[config.mk]
export PLATFORM = sky130hd
export DESIGN_NAME = decimal_entry_to_signed_flat
export DESIGN_NICKNAME = d
export VERILOG_FILES = /design/src/rtl/decimal_entry_to_signed_pkg.sv /design/src/rtl/decimal_entry_to_signed_if.sv /design/src/rtl/decimal_entry_to_signed_bcd_entry_shift.sv /design/src/rtl/decimal_entry_to_signed.sv /design/src/flat_wrapper.sv
export SDC_FILE = /design/constraint.sdc
export NUM_CORES = 1
export LEC_CHECK = 0
export BUFFER_PORTS_ARGS = -buffer_cell sky130_fd_sc_hd__buf_2
export CAP_MARGIN = 25
export CORE_MARGIN = 8
export CORE_UTILIZATION = 48
export CTS_CLUSTER_SIZE = 14
export DETAILED_ROUTE_END_ITERATION = 8
export GPL_TIMING_DRIVEN = 0
export PLACE_DENSITY = 0.66
export SYNTH_ARGS = -nofsm -noshare
export SYNTH_HDL_FRONTEND = slang
export SYNTH_SLANG_ARGS = --single-unit
export TNS_END_PERCENT = 5
[constraint.sdc]
create_clock -name clk -period 4.9 [get_ports clk]
set_input_delay 0.245 -clock clk [delete_from_list [all_inputs] [get_ports clk]]
set_output_delay 0.245 -clock clk [all_outputs]
set_load 0.005 [all_outputs]
[src/rtl/decimal_entry_to_signed_pkg.sv]
// Shared constants, FSM state encoding and the Horner step for decimal_entry_to_signed.
package decimal_entry_to_signed_pkg;

    typedef enum logic [1:0] {
        IDLE  = 2'd0,
        ENTRY = 2'd1,
        CONV  = 2'd2,
        CHECK = 2'd3
    } state_t;

    localparam int MAX_DIGITS = 3;
    localparam int POS_LIMIT  = 127;
    localparam int NEG_LIMIT  = 128;
    localparam int ACC_W      = 10;

    // 99*10+9 is the largest intermediate, so ACC_W bits never overflow.
    function automatic logic [ACC_W-1:0] horner_step(input logic [ACC_W-1:0] acc,
                                                     input logic [3:0]       d);
        return acc * ACC_W'(10) + ACC_W'(d);
    endfunction

endpackage

[src/rtl/decimal_entry_to_signed_if.sv]
// Keystroke and result bundle between the board input logic and the entry converter.
interface decimal_entry_to_signed_if;
    import decimal_entry_to_signed_pkg::*;

    // Strobes are single-cycle with no ready: the converter accepts them whenever
    // busy is low and silently drops them while busy is high.
    logic       digit_valid;
    logic [3:0] digit;
    logic       neg_toggle;
    logic       enter;
    logic       clear;
    logic [3:0] entry_dig0;
    logic [3:0] entry_dig1;
    logic [3:0] entry_dig2;
    logic       entry_neg;
    logic       busy;
    logic [7:0] val;
    logic       val_valid;
    logic       range_err;
    state_t     fsm_state;

    modport master (
        output digit_valid, digit, neg_toggle, enter, clear,
        input  entry_dig0, entry_dig1, entry_dig2, entry_neg,
        input  busy, val, val_valid, range_err, fsm_state
    );

    modport slave (
        input  digit_valid, digit, neg_toggle, enter, clear,
        output entry_dig0, entry_dig1, entry_dig2, entry_neg,
        output busy, val, val_valid, range_err, fsm_state
    );

endinterface

[src/rtl/decimal_entry_to_signed_bcd_entry_shift.sv]
// Three-digit BCD shift register with saturating stroke count and entry sign flop.
module bcd_entry_shift
    import decimal_entry_to_signed_pkg::*;
(
    input  logic       clk,
    input  logic       rst,
    input  logic       clr,
    input  logic       shift_en,
    input  logic       toggle,
    input  logic [3:0] digit,
    output logic [3:0] dig0,
    output logic [3:0] dig1,
    output logic [3:0] dig2,
    output logic       neg,
    output logic [1:0] count
);

    always_ff @(posedge clk) begin
        if (rst || clr) begin
            dig0  <= 4'd0;
            dig1  <= 4'd0;
            dig2  <= 4'd0;
            neg   <= 1'b0;
            count <= 2'd0;
        end else begin
            // Strokes beyond the third are dropped rather than pushing digits out.
            if (shift_en && (count != 2'(MAX_DIGITS))) begin
                dig2  <= dig1;
                dig1  <= dig0;
                dig0  <= digit;
                count <= count + 2'd1;
            end
            if (toggle) begin
                neg <= ~neg;
            end
        end
    end

endmodule

[src/rtl/decimal_entry_to_signed.sv]
// Decimal entry FSM, Horner accumulator and signed range check.
// Build option: DECIMAL_ENTRY_SATURATE_EN clamps out-of-range entries instead of dropping them.
module decimal_entry_to_signed
    import decimal_entry_to_signed_pkg::*;
(
    input logic                        clk,
    input logic                        rst,
    decimal_entry_to_signed_if.slave   bus
);

    state_t           state;
    state_t           state_n;
    logic             accept;
    logic             digit_ok;
    logic             do_clear;
    logic             do_enter;
    logic             do_toggle;
    logic             do_shift;
    logic             clr_entry;
    logic [3:0]       dig0;
    logic [3:0]       dig1;
    logic [3:0]       dig2;
    logic             neg;
    logic [1:0]       count;
    logic [ACC_W-1:0] acc;
    logic [1:0]       conv_step;
    logic [3:0]       conv_digit;
    logic [ACC_W-1:0] limit;
    logic             in_range;
    logic [7:0]       mag_val;
`ifdef DECIMAL_ENTRY_SATURATE_EN
    logic [7:0]       sat_val;
`endif

    // One action per cycle, in priority order clear > enter > sign > digit.
    assign accept    = (state == IDLE) || (state == ENTRY);
    assign digit_ok  = bus.digit_valid && (bus.digit <= 4'd9);
    assign do_clear  = accept && bus.clear;
    assign do_enter  = accept && !bus.clear && bus.enter;
    assign do_toggle = accept && !bus.clear && !bus.enter && bus.neg_toggle;
    assign do_shift  = accept && !bus.clear && !bus.enter && !bus.neg_toggle && digit_ok;
    assign clr_entry = do_clear || (state == CHECK);

    bcd_entry_shift u_shift (
        .clk      (clk),
        .rst      (rst),
        .clr      (clr_entry),
        .shift_en (do_shift),
        .toggle   (do_toggle),
        .digit    (bus.digit),
        .dig0     (dig0),
        .dig1     (dig1),
        .dig2     (dig2),
        .neg      (neg),
        .count    (count)
    );

    always_ff @(posedge clk) begin
        if (rst) begin
            state <= IDLE;
        end else begin
            state <= state_n;
        end
    end

    always_comb begin
        state_n = state;
        unique case (state)
            IDLE, ENTRY: begin
                if (do_clear) begin
                    state_n = IDLE;
                end else if (do_enter) begin
                    state_n = CONV;
                end else if (do_shift) begin
                    state_n = ENTRY;
                end
            end
            CONV:    if (conv_step == 2'd2) state_n = CHECK;
            CHECK:   state_n = IDLE;
            default: state_n = IDLE;
        endcase
    end

    // Horner order is most significant digit first.
    always_comb begin
        conv_digit = dig0;
        case (conv_step)
            2'd0:    conv_digit = dig2;
            2'd1:    conv_digit = dig1;
            default: conv_digit = dig0;
        endcase
    end

    assign limit    = neg ? ACC_W'(NEG_LIMIT) : ACC_W'(POS_LIMIT);
    assign in_range = (acc <= limit);
    assign mag_val  = neg ? (~acc[7:0] + 8'd1) : acc[7:0];
`ifdef DECIMAL_ENTRY_SATURATE_EN
    assign sat_val  = neg ? 8'h80 : 8'h7F;
`endif

    always_ff @(posedge clk) begin
        if (rst) begin
            acc           <= '0;
            conv_step     <= 2'd0;
            bus.val       <= 8'h00;
            bus.val_valid <= 1'b0;
            bus.range_err <= 1'b0;
        end else begin
            bus.val_valid <= 1'b0;
            bus.range_err <= 1'b0;
            if (do_enter) begin
                acc       <= '0;
                conv_step <= 2'd0;
            end else if (state == CONV) begin
                acc       <= horner_step(acc, conv_digit);
                conv_step <= conv_step + 2'd1;
            end
            if (state == CHECK) begin
                if (in_range) begin
                    bus.val       <= mag_val;
                    bus.val_valid <= 1'b1;
                end else begin
`ifdef DECIMAL_ENTRY_SATURATE_EN
                    bus.val       <= sat_val;
                    bus.val_valid <= 1'b1;
`endif
                    bus.range_err <= 1'b1;
                end
            end
        end
    end

    assign bus.entry_dig0 = dig0;
    assign bus.entry_dig1 = dig1;
    assign bus.entry_dig2 = dig2;
    assign bus.entry_neg  = neg;
    assign bus.busy       = (state == CONV) || (state == CHECK);
    assign bus.fsm_state  = state;

endmodule

[src/flat_wrapper.sv]
// flat-port wrapper written by rule: the top's interface ports become plain ports
module decimal_entry_to_signed_flat import decimal_entry_to_signed_pkg::*;
  (clk, rst, bus_digit_valid, bus_digit, bus_neg_toggle, bus_enter, bus_clear, bus_entry_dig0, bus_entry_dig1, bus_entry_dig2, bus_entry_neg, bus_busy, bus_val, bus_val_valid, bus_range_err, bus_fsm_state);
  decimal_entry_to_signed_if bus_i ();
  input logic clk;
  input logic rst;
  input wire logic [$bits(bus_i.digit_valid)-1:0] bus_digit_valid;
  input wire logic [$bits(bus_i.digit)-1:0] bus_digit;
  input wire logic [$bits(bus_i.neg_toggle)-1:0] bus_neg_toggle;
  input wire logic [$bits(bus_i.enter)-1:0] bus_enter;
  input wire logic [$bits(bus_i.clear)-1:0] bus_clear;
  output wire logic [$bits(bus_i.entry_dig0)-1:0] bus_entry_dig0;
  output wire logic [$bits(bus_i.entry_dig1)-1:0] bus_entry_dig1;
  output wire logic [$bits(bus_i.entry_dig2)-1:0] bus_entry_dig2;
  output wire logic [$bits(bus_i.entry_neg)-1:0] bus_entry_neg;
  output wire logic [$bits(bus_i.busy)-1:0] bus_busy;
  output wire logic [$bits(bus_i.val)-1:0] bus_val;
  output wire logic [$bits(bus_i.val_valid)-1:0] bus_val_valid;
  output wire logic [$bits(bus_i.range_err)-1:0] bus_range_err;
  output wire logic [$bits(bus_i.fsm_state)-1:0] bus_fsm_state;
  assign bus_i.digit_valid = bus_digit_valid;
  assign bus_i.digit = bus_digit;
  assign bus_i.neg_toggle = bus_neg_toggle;
  assign bus_i.enter = bus_enter;
  assign bus_i.clear = bus_clear;
  assign bus_entry_dig0 = bus_i.entry_dig0;
  assign bus_entry_dig1 = bus_i.entry_dig1;
  assign bus_entry_dig2 = bus_i.entry_dig2;
  assign bus_entry_neg = bus_i.entry_neg;
  assign bus_busy = bus_i.busy;
  assign bus_val = bus_i.val;
  assign bus_val_valid = bus_i.val_valid;
  assign bus_range_err = bus_i.range_err;
  assign bus_fsm_state = bus_i.fsm_state;
  decimal_entry_to_signed u_core (.clk(clk), .rst(rst), .bus(bus_i));
endmodule
# Word level (Yosys, flattened, before mapping)
# Cells that the tools add are included.
[word_totals]
ramBits = 0
memories = 0
input_bits = 10
register_bits = 39
mem_bits_ro = 0
latchBits = 0
wordCells = 62
output_inout_bits = 26
[classes]
order_cmp = 2
reduce_logical = 23
n_mux = 10
add_sub_neg = 4
mul = 1
n_shift = 0
bitwise_logic = 3
n_div = 0
n_eq_ne = 8
[op_table]
columns = ["cell", "count"]
rows = [
  ["8-bit two-way mux", 2],
  ["10-bit by 4-bit adder with 10-bit output", 1],
  ["10-bit <= comparator", 1],
  ["10-bit by 3-bit multiplier with 9-bit output, second input constant", 1],
  ["1-bit logical AND", 9],
  ["8-bit by 1-bit adder with 8-bit output, second input constant", 1],
  ["2-bit two-way mux", 4],
  ["8-bit NOT", 1],
  ["4-bit one-hot mux with 2 select lines", 1],
  ["2-bit equality test, second input constant", 3],
  ["2-bit one-hot mux with 3 select lines", 1],
  ["2-bit OR reduction", 3],
  ["2-bit by 1-bit adder with 2-bit output, second input constant", 2],
  ["2-bit by 1-bit equality test with 1-bit output, second input constant", 2],
  ["4-bit <= comparator, second input constant", 1],
  ["2-bit logical NOT", 2],
  ["1-bit logical OR", 4],
  ["4-bit by 2-bit != test with 1-bit output, second input constant", 1],
  ["2-bit AND reduction", 2],
  ["1-bit logical NOT", 3],
  ["1-bit two-way mux", 2],
  ["2-bit by 1-bit != test with 1-bit output, second input constant", 1],
  ["2-bit != test, second input constant", 1],
  ["1-bit NOT", 2],
]

# Depth between registers and ports, before layout
[depth]
word_depth = 10
depth_mapped = 14
depth_no_buf = 14

# Modules after synthesis
# From an unflattened synthesis, not the netlist that was laid out.
[unflattened]
cells_unflattened = 270
hier_area_um2 = 2384.8
[modules_own_cells]
columns = ["mod", "instances", "seq_area_each_um2", "area_each_um2", "cells_per_inst"]
rows = [
  ["decimal_entry_to_signed", 1, 480.5, 1789.2, 204],
  ["bcd_entry_shift", 1, 300.3, 595.6, 66],
]

# Worst setup path after synthesis
# Ideal clock, no wire load.
[synth_path]
path_kind = "register to register"
from = "register u_core.conv_step[0]"
to = "register u_core.acc[9]"
required_ns = 4.821
arrival_ns = 2.863
setup_ns = 0.079
n_path_buf = 0
synth_period_minus_slack_ns = 2.943
slack_ns = 1.957
stages_incl_launch_ff = 15
path_cell_list = "dfxtp_1 > inv_1 > ha_1 > nor2_1 > nand2_1 > nand2_1 > ha_1 > inv_1 > fa_1 > nor2b_4 > o21ai_2 > or3b_4 > nor3b_2 > xnor3_1 > a211oi_2"
[synth_between]
elab_chain_cells = 3
elab_cells_between_ends = 4
cone_classes = "1 x add/sub; 1 x eq/ne; 1 x mux; 1 x reduce/logical"
[synth_rtl]
columns = ["item", "line", "source"]
rows = [
  ["start, declared", "decimal_entry_to_signed.sv:26", "logic [1:0] conv_step;"],
  ["start signal, assigned", "decimal_entry_to_signed.sv:116", "conv_step <= conv_step + 2'd1;"],
  ["2-bit by 1-bit equality test with 1-bit output or 2-bit logical NOT (tied branches)", "decimal_entry_to_signed.sv:87", "case (conv_step)"],
  ["4-bit one-hot mux with 2 select lines *", "decimal_entry_to_signed.sv:87", ""],
  ["10-bit by 4-bit adder with 10-bit output *", "decimal_entry_to_signed_pkg.sv:19", "return acc * ACC_W'(10) + ACC_W'(d);"],
  ["end signal, assigned", "decimal_entry_to_signed.sv:115", "acc <= horner_step(acc, conv_digit);"],
  ["end, declared", "decimal_entry_to_signed.sv:25", "logic [ACC_W-1:0] acc;"],
]
# Mark *: on every way between the ends. The rest lies on a longest branch, timed or not.
# A chain may end at the register's enable or synchronous reset.

# Final worst setup path
[layout_path]
from = "register u_core.conv_step[1]"
to = "register u_core.acc[9]"
# The elaborated chain is that of the path after synthesis.

==> results by group <==
Detailed routing
  – Via count: 1896
  – First-pass DRT Iterations: 6
  – WL per Instance: 13.6 µm
  – Overall routed net length: 5000 µm
  – Iter 0 DRT Violations: 96
  – DRT antenna net count: 0
  – DRC viols: 0
  – Via density: 5.15

Floorplan
  – Initial Util: 49.6%
  – Die Y: 85.9 µm
  – Die area: 7380 µm²
  – Rows: 25
  – Die span in x: 85.9 µm
  – I/O pin count: 36
  – Core ar.: 4720 µm²

Power and ir drop
  – Worst vdd rail ir drop: 0.172 mV
  – Pleak: 1.26 nW
  – Power density cells: 235 nW/µm²

Final layout
  – Layout cell share with drive strength beyond 1: 18.9%
  – ANT cells: 0
  – P&R area growth vs syn: 14.5%
  – NumNets Final: 339

Logic synthesis
  – Mapped cell area: 2340 µm²
  – Top FF cell, synth: dfxtp_1
  – Post-synthesis share of cell area spent on xor and xnor gates: 7.95%
  – Flop and latch count out of synthesis: 39
  – Synth Area in Compound Gates: 14.8%
  – Register area share after synthesis: 33.3%
  – Post-Synth Adder-Cell Area: 16.1%
  – Distinct cell type count after synthesis: 47
  – Post-synthesis mux area share: 6.83%
  – Post-Syn Instances: 258
  – Synthesized Nets: 297
  – Ys async rst share: 0%
  – Simple-Gate Fraction of Synth Area: 16.5%
  – EDFF count, synth: 0
  – Synthesized area per cell: 9.09 µm²
  – Yosys Warn Count: 0
  – Largest family of logic cells by synthesized area: simple AND/OR/NAND/NOR gates

Timing
  – FMAX: 313 MHz
  – Final Cycle Share: 65.3%
  – Clock Skews: 8.81 ps
  – Minimum clock period: 3200 ps
  – Slew headroom: 64.2%
  – Worst-Margin Slew: 538 ps
  – RSZ-0062 raised after global routing: no
  – Hold WS: 180 ps
  – Final hold violations: 0
  – Final Max Tran Viols: 0
  – Setup TNS Final: 0 ps
  – Final setup viols: 0

Outcome
  – Outcome: completed

Hold path
  – Hold endpoint: u_core.bus.val[2]
  – Worst hold path cell count: 2
  – Hold crit path type: input port to register
  – HP Start: rst

Clocking
  – Post-cts sizing count: 0
  – Clock slew at reported path FFs: 70 ps
  – Number of hold buffers added after cts: 0
  – Total CTS buffers: 5
  – CTS max path bufs: 2
  – Post-CTS Setup Bufs: 0
  – TritonCTS clock tree: built
  – Clock sink count: 39
  – Clock tree root driver cell: clkbuf_8
  – Worst-Skew Late Latency: 290 ps
  – # H-tree levels: 2

Place
  – Gpl congestion: 0.815
  – DP HPWL: 3890 µm
  – Port buffer count: 35

Setup path
  – Required time worst endpoint: 5110 ps
  – FF-to-FF Start: u_core.conv_step[1]
  – Reg-to-reg setup timing slack: 1700 ps
  – Critical path arrival: 3410 ps
  – Crit start category: register
  – Reg2Reg Capture Point: u_core.acc[9]
  – Critical path type: register to register
  – CP Capture Type: register
  – FF-to-FF path depth: 14
  – CP max FO: 5

Global route
  – GRT Util Overall: 14.4%
  – Pin count of the biggest net entering global routing: 12
  – Initial antenna violation count: 0
  – First-pass GRT wire length: 8650 µm
  – Grt ovf: 0
  – Vias in the first global route: 1854

Run
  – Max_cap viols: 0
[metrics by stage]
step	worst slack [ps]	util (%)	area [µm²]	power [W]	std cells
2_1_floorplan	1960	-	2340	0.000406	258
3_3_place_gp	1730	55.1	2600	0.000431	360
3_5_place_dp	1690	55.1	2600	0.000432	360
4_1_cts	1680	56.8	2690	0.000638	368
5_1_grt	1460	56.8	2690	0.000667	368
6_report	1700	56.8	2690	0.000632	368
[flip-flops by register name, summed over array words and instances, names as in the netlist]
register,count
u_core.bus.fsm_state,2
u_core.u_shift.neg,1
u_core.bus.val_valid,1
u_core.acc,10
u_core.u_shift.dig2,4
u_core.u_shift.dig1,4
u_core.u_shift.dig0,4
u_core.bus.range_err,1
u_core.conv_step,2
u_core.bus.val,8
u_core.u_shift.count,2
[metal layers]
layer	vias to the layer above	track usage (%)	routed length [µm]
li1	984	-	-
met1	871	17.7	2420
met2	34	24.3	2320
met3	7	3.44	209
met4	0	3.82	46
met5	-	0	0
[kinds of logic (layout without fill, tap and decap cells)]
kind of cell	after synthesis	after routing
adder cells (fa/ha/maj)	29	29
flip-flops	39	39
AO/OA/AOI/OAI	50	50
multiplexers	16	16
buffers and inverters	22	65
AND/OR/NAND/NOR	84	84
XOR/XNOR	18	18
[synth_stat cells (2+ instances only)]
library cell	count	area, µm²
nor2_1	40	150
dfxtp_1	39	781
ha_1	27	338
nand2_1	23	86.3
a21oi_1	16	80.1
mux2i_1	16	160
a211oi_1	13	97.6
inv_1	12	45.0
xnor2_1	8	70.1
nor3_1	7	35.0
xor2_1	7	61.3
clkbuf_1	5	18.8
o21ai_0	3	15.0
or3_1	3	18.8
a21o_1	2	15.0
a22oi_1	2	15.0
a31oi_1	2	12.5
fa_1	2	40.0
nand2b_1	2	12.5
xnor2_2	2	32.5
[power by group]
part           switching (W)  internal [W]
Sequential         0.0000114      0.000324
Clock               0.000108      0.000100
Combinational      0.0000491     0.0000385
[cell type report]
class,instances,area (µm²)
repair buffers,35,175
inverters,13,48.8
fillers,452,2040
multi-input cells,197,1460
well taps,67,83.8
clock buffers,7,76.3
clock inverters,1,5.00
flip-flops and latches,39,781
plain buffers,9,56.3
[how the worst max path moves through the flow]
| stage | from | to | slack [ps] | depth (start not counted) |
|---|---|---|---|---|
| 3_3_place_gp | u_core.conv_step[0] | u_core.acc[9] | 1730 | 14 |
| 2_1_floorplan | u_core.conv_step[0] | u_core.acc[9] | 1960 | 14 |
| 3_5_place_dp | u_core.conv_step[0] | u_core.acc[9] | 1690 | 14 |
| 6_report | u_core.conv_step[1] | u_core.acc[9] | 1700 | 14 |
| 4_1_cts | u_core.conv_step[0] | u_core.acc[9] | 1680 | 14 |
| 5_1_grt | u_core.conv_step[1] | u_core.acc[9] | 1460 | 14 |
[worst max-delay path, stage by stage (launching register included)]
cell and delay, ps:
dfxtp_1 360, inv_1 70, ha_1 250, nor2_1 230, nand2_1 80, nand2_1 70, ha_1 160, inv_1 60
fa_1 450, nor2b_4 140, o21ai_2 70, or3b_4 390, nor3b_2 230, xnor3_1 350, a211oi_2 210
[cell usage in the layout, fill, tap and decap left out, types with 7 or more instances in the layout]
master / netlist / final
a211oi_1: 13 / 13
a21oi_1: 16 / 16
buf_2: 1 / 36
clkbuf_1: 5 / 7
dfxtp_1: 39 / 39
ha_1: 27 / 27
inv_1: 12 / 12
mux2i_1: 16 / 16
nand2_1: 23 / 23
nor2_1: 40 / 40
nor3_1: 7 / 7
xnor2_1: 8 / 8
xor2_1: 7 / 7
No activity file was read; power rests on OpenSTA's default activity.
